`src/rtl/updown_ctrl_pkg.sv`:
```
// updown_ctrl_pkg: command opcodes and controller state encodings for updown_count_ctrl
package updown_ctrl_pkg;
  typedef enum logic [1:0] {
    OP_LOAD  = 2'b00,
    OP_UP    = 2'b01,
    OP_DOWN  = 2'b10,
    OP_CLEAR = 2'b11
  } cmd_op_e;
  typedef enum logic [1:0] {
    IDLE     = 2'b00,
    RUN_UP   = 2'b01,
    RUN_DOWN = 2'b10,
    DONE     = 2'b11
  } ctrl_state_e;
endpackage

```
`src/rtl/updown_counter_core.sv`:
```
// updown_counter_core: WIDTH-bit modulo up/down counter with sync load (clk, reset, en, up, load, load_val -> count, wrap_next)
module updown_counter_core #(
  parameter int WIDTH = 4
) (
  input  logic             clk,
  input  logic             reset,
  input  logic             en,
  input  logic             up,
  input  logic             load,
  input  logic [WIDTH-1:0] load_val,
  output logic [WIDTH-1:0] count,
  output logic             wrap_next
);
  logic [WIDTH-1:0] count_q;
  always_ff @(posedge clk) begin
    if (reset) count_q <= '0;
    else if (load) count_q <= load_val;
    else if (en) count_q <= up ? count_q + 1'b1 : count_q - 1'b1;
  end
  assign count     = count_q;
  assign wrap_next = en && !load && (up ? &count_q : ~|count_q);
endmodule

```
`src/rtl/updown_count_ctrl.sv`:
```
// updown_count_ctrl: valid/ready command sequencer for up/down counter (LOAD/UP/DOWN/CLEAR -> count, busy, done, wrap); `define PAUSE_EN adds pause input
module updown_count_ctrl
  import updown_ctrl_pkg::*;
#(
  parameter int WIDTH = 4
) (
  input  logic             clk,
  input  logic             reset,
  input  logic             cmd_valid,
  output logic             cmd_ready,
  input  logic [1:0]       cmd_op,
  input  logic [WIDTH-1:0] cmd_arg,
  output logic [WIDTH-1:0] count,
  output logic             busy,
  output logic             done,
  output logic             wrap
`ifdef PAUSE_EN
  ,
  input  logic             pause
`endif
);
  ctrl_state_e      state_q, state_d;
  logic [WIDTH-1:0] rem_q, rem_d;
  logic             wrap_q, wrap_next, accept, hold, running, step, is_set;
  cmd_op_e          op;
`ifdef PAUSE_EN
  assign hold = pause;
`else
  assign hold = 1'b0;
`endif
  assign op        = cmd_op_e'(cmd_op);
  assign cmd_ready = (state_q == IDLE) && !reset;
  assign accept    = cmd_valid && cmd_ready;
  assign running   = (state_q == RUN_UP) || (state_q == RUN_DOWN);
  assign step      = running && !hold;
  assign is_set    = (op == OP_LOAD) || (op == OP_CLEAR);
  updown_counter_core #(.WIDTH(WIDTH)) u_core (
    .clk       (clk),
    .reset     (reset),
    .en        (step),
    .up        (state_q == RUN_UP),
    .load      (accept && is_set),
    .load_val  ((op == OP_CLEAR) ? '0 : cmd_arg),
    .count     (count),
    .wrap_next (wrap_next)
  );
  always_comb begin
    state_d = state_q;
    rem_d   = rem_q;
    unique case (state_q)
      IDLE: if (accept) begin
        if (is_set || cmd_arg == '0) state_d = DONE;
        else begin
          rem_d   = cmd_arg;
          state_d = (op == OP_UP) ? RUN_UP : RUN_DOWN;
        end
      end
      RUN_UP, RUN_DOWN: if (step) begin
        rem_d   = rem_q - 1'b1;
        state_d = (rem_q == 1) ? DONE : state_q;
      end
      DONE: state_d = IDLE;
      default: state_d = IDLE;
    endcase
  end
  always_ff @(posedge clk) begin
    if (reset) begin
      state_q <= IDLE;
      rem_q   <= '0;
      wrap_q  <= 1'b0;
    end else begin
      state_q <= state_d;
      rem_q   <= rem_d;
      wrap_q  <= wrap_next;
    end
  end
  assign busy = state_q != IDLE;
  assign done = state_q == DONE;
  assign wrap = wrap_q;
endmodule

```
`config.mk`:
```
export PLATFORM = sky130hd
export DESIGN_NAME = updown_count_ctrl
export DESIGN_NICKNAME = d
export VERILOG_FILES = /design/src/rtl/updown_ctrl_pkg.sv /design/src/rtl/updown_counter_core.sv /design/src/rtl/updown_count_ctrl.sv
export SDC_FILE = /design/constraint.sdc
export NUM_CORES = 1
export LEC_CHECK = 0
export CAP_MARGIN = 20
export CORE_ASPECT_RATIO = 1.4
export CORE_MARGIN = 2
export CORE_UTILIZATION = 45
export CTS_CLUSTER_SIZE = 8
export DETAILED_ROUTE_END_ITERATION = 8
export PLACE_DENSITY = 0.75
export SLEW_MARGIN = 10
export SYNTH_ARGS = -nofsm -noshare
export SYNTH_HDL_FRONTEND = slang
export SYNTH_HIERARCHICAL = 1
export SYNTH_SLANG_ARGS = --single-unit
export TNS_END_PERCENT = 20
```
`constraint.sdc`:
```
create_clock -name clk -period 1.83 [get_ports clk]
set_input_delay 0.4575 -clock clk [delete_from_list [all_inputs] [get_ports clk]]
set_output_delay 0.4575 -clock clk [all_outputs]
set_load 0.02 [all_outputs]
```
==> flow_summary.yaml <==
drt:
  drtIter0Drc: 9
  vias: 799
  drc: 0
  ant_nets: 0
  routed_via_density: 5.26
  dr.pass1.iters: 4
  wirelength_um: 2000
  routedWlPerCell_um: 13.2
die:
  core_area_um2: 1780
  dieArea_um2: 2290
  die_w_um: 41.0
  floorplan.initialDensity_pct: 48.6
  io_pins: 17
  num_rows: 18
  fp.dieH_um: 55.9
power_and_ir_drop:
  p_leak_nw: 0.527
  vdd_drop_max_uv: 1130
  power_density_nw_per_um2: 1620
critical_path:
  cp-start-kind: "input pin"
  cp-startpoint: "cmd_arg[2]"
  critical_path.cell_chain: "clkdlybuf4s50_1 -> or4_4 -> a32oi_4 -> buf_6 -> nand2b_1 -> a21oi_1"
  critical_path_required_ns: 2.00
  endpoint_kind: "flip-flop"
  crit_family: "simple AND/OR/NAND/NOR gates"
  cpMaxStageDelayCell: "or4_4"
  arrival_ns: 2.01
  critPathKind: "in -> reg"
  cp_max_fo: 7
  reg2reg_from: "state_q[1]"
  worstReg2RegEnd: "u_core/count[1]"
  crit_buf_inv: 2
  rrSetupSlack_ns: 0.07
  cpPeakStageDelay_ns: 0.56
  r2r_cells: 7
sta:
  fmax_mhz: 541
  rsz0062_at_grt: "true"
  finClkSkew_ns: 0.00919
  min_period_over_period_pct: 101
  fin_ws_ns: -0.0183
  final_hold_viol_count: 0
  hold_ws_ns: 0.500
  report.final.setup_viol: 1
  layout_min_cycle_time_ns: 1.85
  setup_tns_ns: -0.0183
  timing.max_slew.rel_slack_pct: 80.0
  slew_violations: 0
  worst_pin_slew_ns: 0.298
clocking:
  clk_transition_reported_paths_ns: 0.08
  cts_max_level: 1
  root_buffer: "clkbuf_4"
  cts.sinks: 11
  insertion_delay_ns: 0.29
  clk_path_buf_depth: 2
  cts_tree: "yes"
  cts_made_buffers: 3
  postCtsHoldBufs: 0
grt:
  grt_pass1_wl_um: 3270
  antenna_found_initial: 0
  grt_max_degree: 14
  globalRoute.totalOverflow: 0
  grt_util_all_layers_pct: 20.3
  grt_pass1_vias: 813
finish:
  areaGrowthSynthToFinish_pct: 37.2
  n_antenna_cell: 0
  drive_above_1_share_pct: 23.5
  nNetsFinal: 152
  fin_cells: 152
  post-route-util_pct: 66.7
placed_design:
  placement.io_buffers: 16
  place_congestion: 0.745
  post-dp-hpwl_um: 1540
  dp_cells: 147
yosys:
  syn_inst: 100
  synth_compound_area_share_pct: 18.4
  synth_top_family_by_area: "simple AND/OR/NAND/NOR gates"
  yosys-mux-area-fraction_pct: 8.25
  yosys.area_share.xor_xnor_pct: 3.04
  synth_edf_count: 0
  async_flop_share_pct: 0
  synth.avg_cell_area_um2: 8.65
  ys_seq_area_share_pct: 25.5
  syn_nets: 119
  mappedNetlistArea_um2: 865
  synth_flop_cell: "dfxtp_1"
  synthAdderAreaFrac_pct: 15.3
  ys_seq_elements: 11
  synthDistinctLibCells: 35
  yosysWarnings: 6
  yosys.area_share.simple_pct: 22.9
run_status:
  outcome: "finished with violations"
  violations: "setup timing"
run:
  drv_cap: 0
hold_path:
  min_from: "rem_q[3]"
  holdPathStages: 2
  hp-class: "reg -> reg"
  holdPathEnd: "rem_q[3]"
==> logic make-up after synthesis <==
family	Yosys count
AOI/OAI and AO/OA	20
xor gates and xnor gates	3
buffers and inverters	13
DFF	11
and+or+nand+nor	36
adders and majority gates	10
muxes	7
==> power breakdown <==
group          switching (mW)  internal [mW]  leakage (nW)  total [mW]
sequential             0.0995          0.331        0.0903       0.430
clock                  0.0901         0.0848        0.0150       0.175
combinational           0.656          0.657         0.421        1.31
==> through the flow <==
| step | worst slack, ns | power (mW) | cell area, µm² |
|---|---|---|---|
| global route | -0.0770 | 2.07 | 1190 |
| detailed placement | -0.421 | 1.71 | 1130 |
| global placement | -0.383 | 1.66 | 1130 |
| CTS | -0.0243 | 1.90 | 1180 |
| floorplan | 0.109 | 1.29 | 865 |
| finish | -0.0183 | 1.92 | 1190 |
==> layout by cell type (no fill, tap or decap), drive strengths merged, types with 3 or more instances in the layout <==
cell and instances:
a21oi 7, dfxtp 11, ha 9, inv 10, nor2b 7, dlygate4sd2 3, mux2i 6, o21ai 3
nand2 3, buf 15, clkbuf 6, clkdlybuf4s50 10, nor2 11
==> layer usage <==
metal	part of all wire, %	up-vias	track usage, %
met5	0	-	0
met4	2.4	0	12.4
met3	4.2	5	1.20
met2	52	19	34.2
met1	41	362	22.6
li1	-	413	-
==> worst register-to-register path, stage by stage (launching register included) <==
cell,delay (ns)
dfxtp_1,0.36
inv_1,0.08
ha_2,0.20
inv_2,0.09
fa_1,0.40
mux2_1,0.29
mux2i_1,0.14
nor2_1,0.06
==> repair_timing <==
action,4_1_cts,5_1_grt
resized for setup,9,8
pin swaps,2,0
buffers inserted,1,0
endpoints found under the setup margin,9,11
==> Yosys cell counts (3+ instances only) <==
library cell	instances	area share [%]
dfxtp_1	11	25
nor2_1	11	4.8
inv_1	10	4.3
ha_1	9	13
a21oi_1	7	4.1
nor2b_1	7	5.1
mux2i_1	6	6.9
nand2_1	3	1.3
o21ai_0	3	1.7
==> worst max-delay path by stage <==
stage | endpoint | slack [ns] | cells after the start
after floorplan | rem_q[0] | 0.11 | 6
after global placement | rem_q[0] | -0.38 | 7
after detailed placement | rem_q[0] | -0.42 | 7
after CTS | rem_q[2] | -0.02 | 6
after global routing | rem_q[2] | -0.08 | 6
final | rem_q[2] | -0.02 | 6
==> final cells by class <==
cell class	instances	area, µm²
repair buffers	31	265
inverters	10	37.5
fillers	147	593
multi-input cells	76	612
clock buffers	4	26.3
flip-flops and latches	11	220
well taps	20	25.0
==> registers in the layout (all words and copies together), names as in the netlist <==
register,flops
rem_q,4
state_q,2
wrap,1
u_core/count,4
Power figures use the tool's default switching activity.
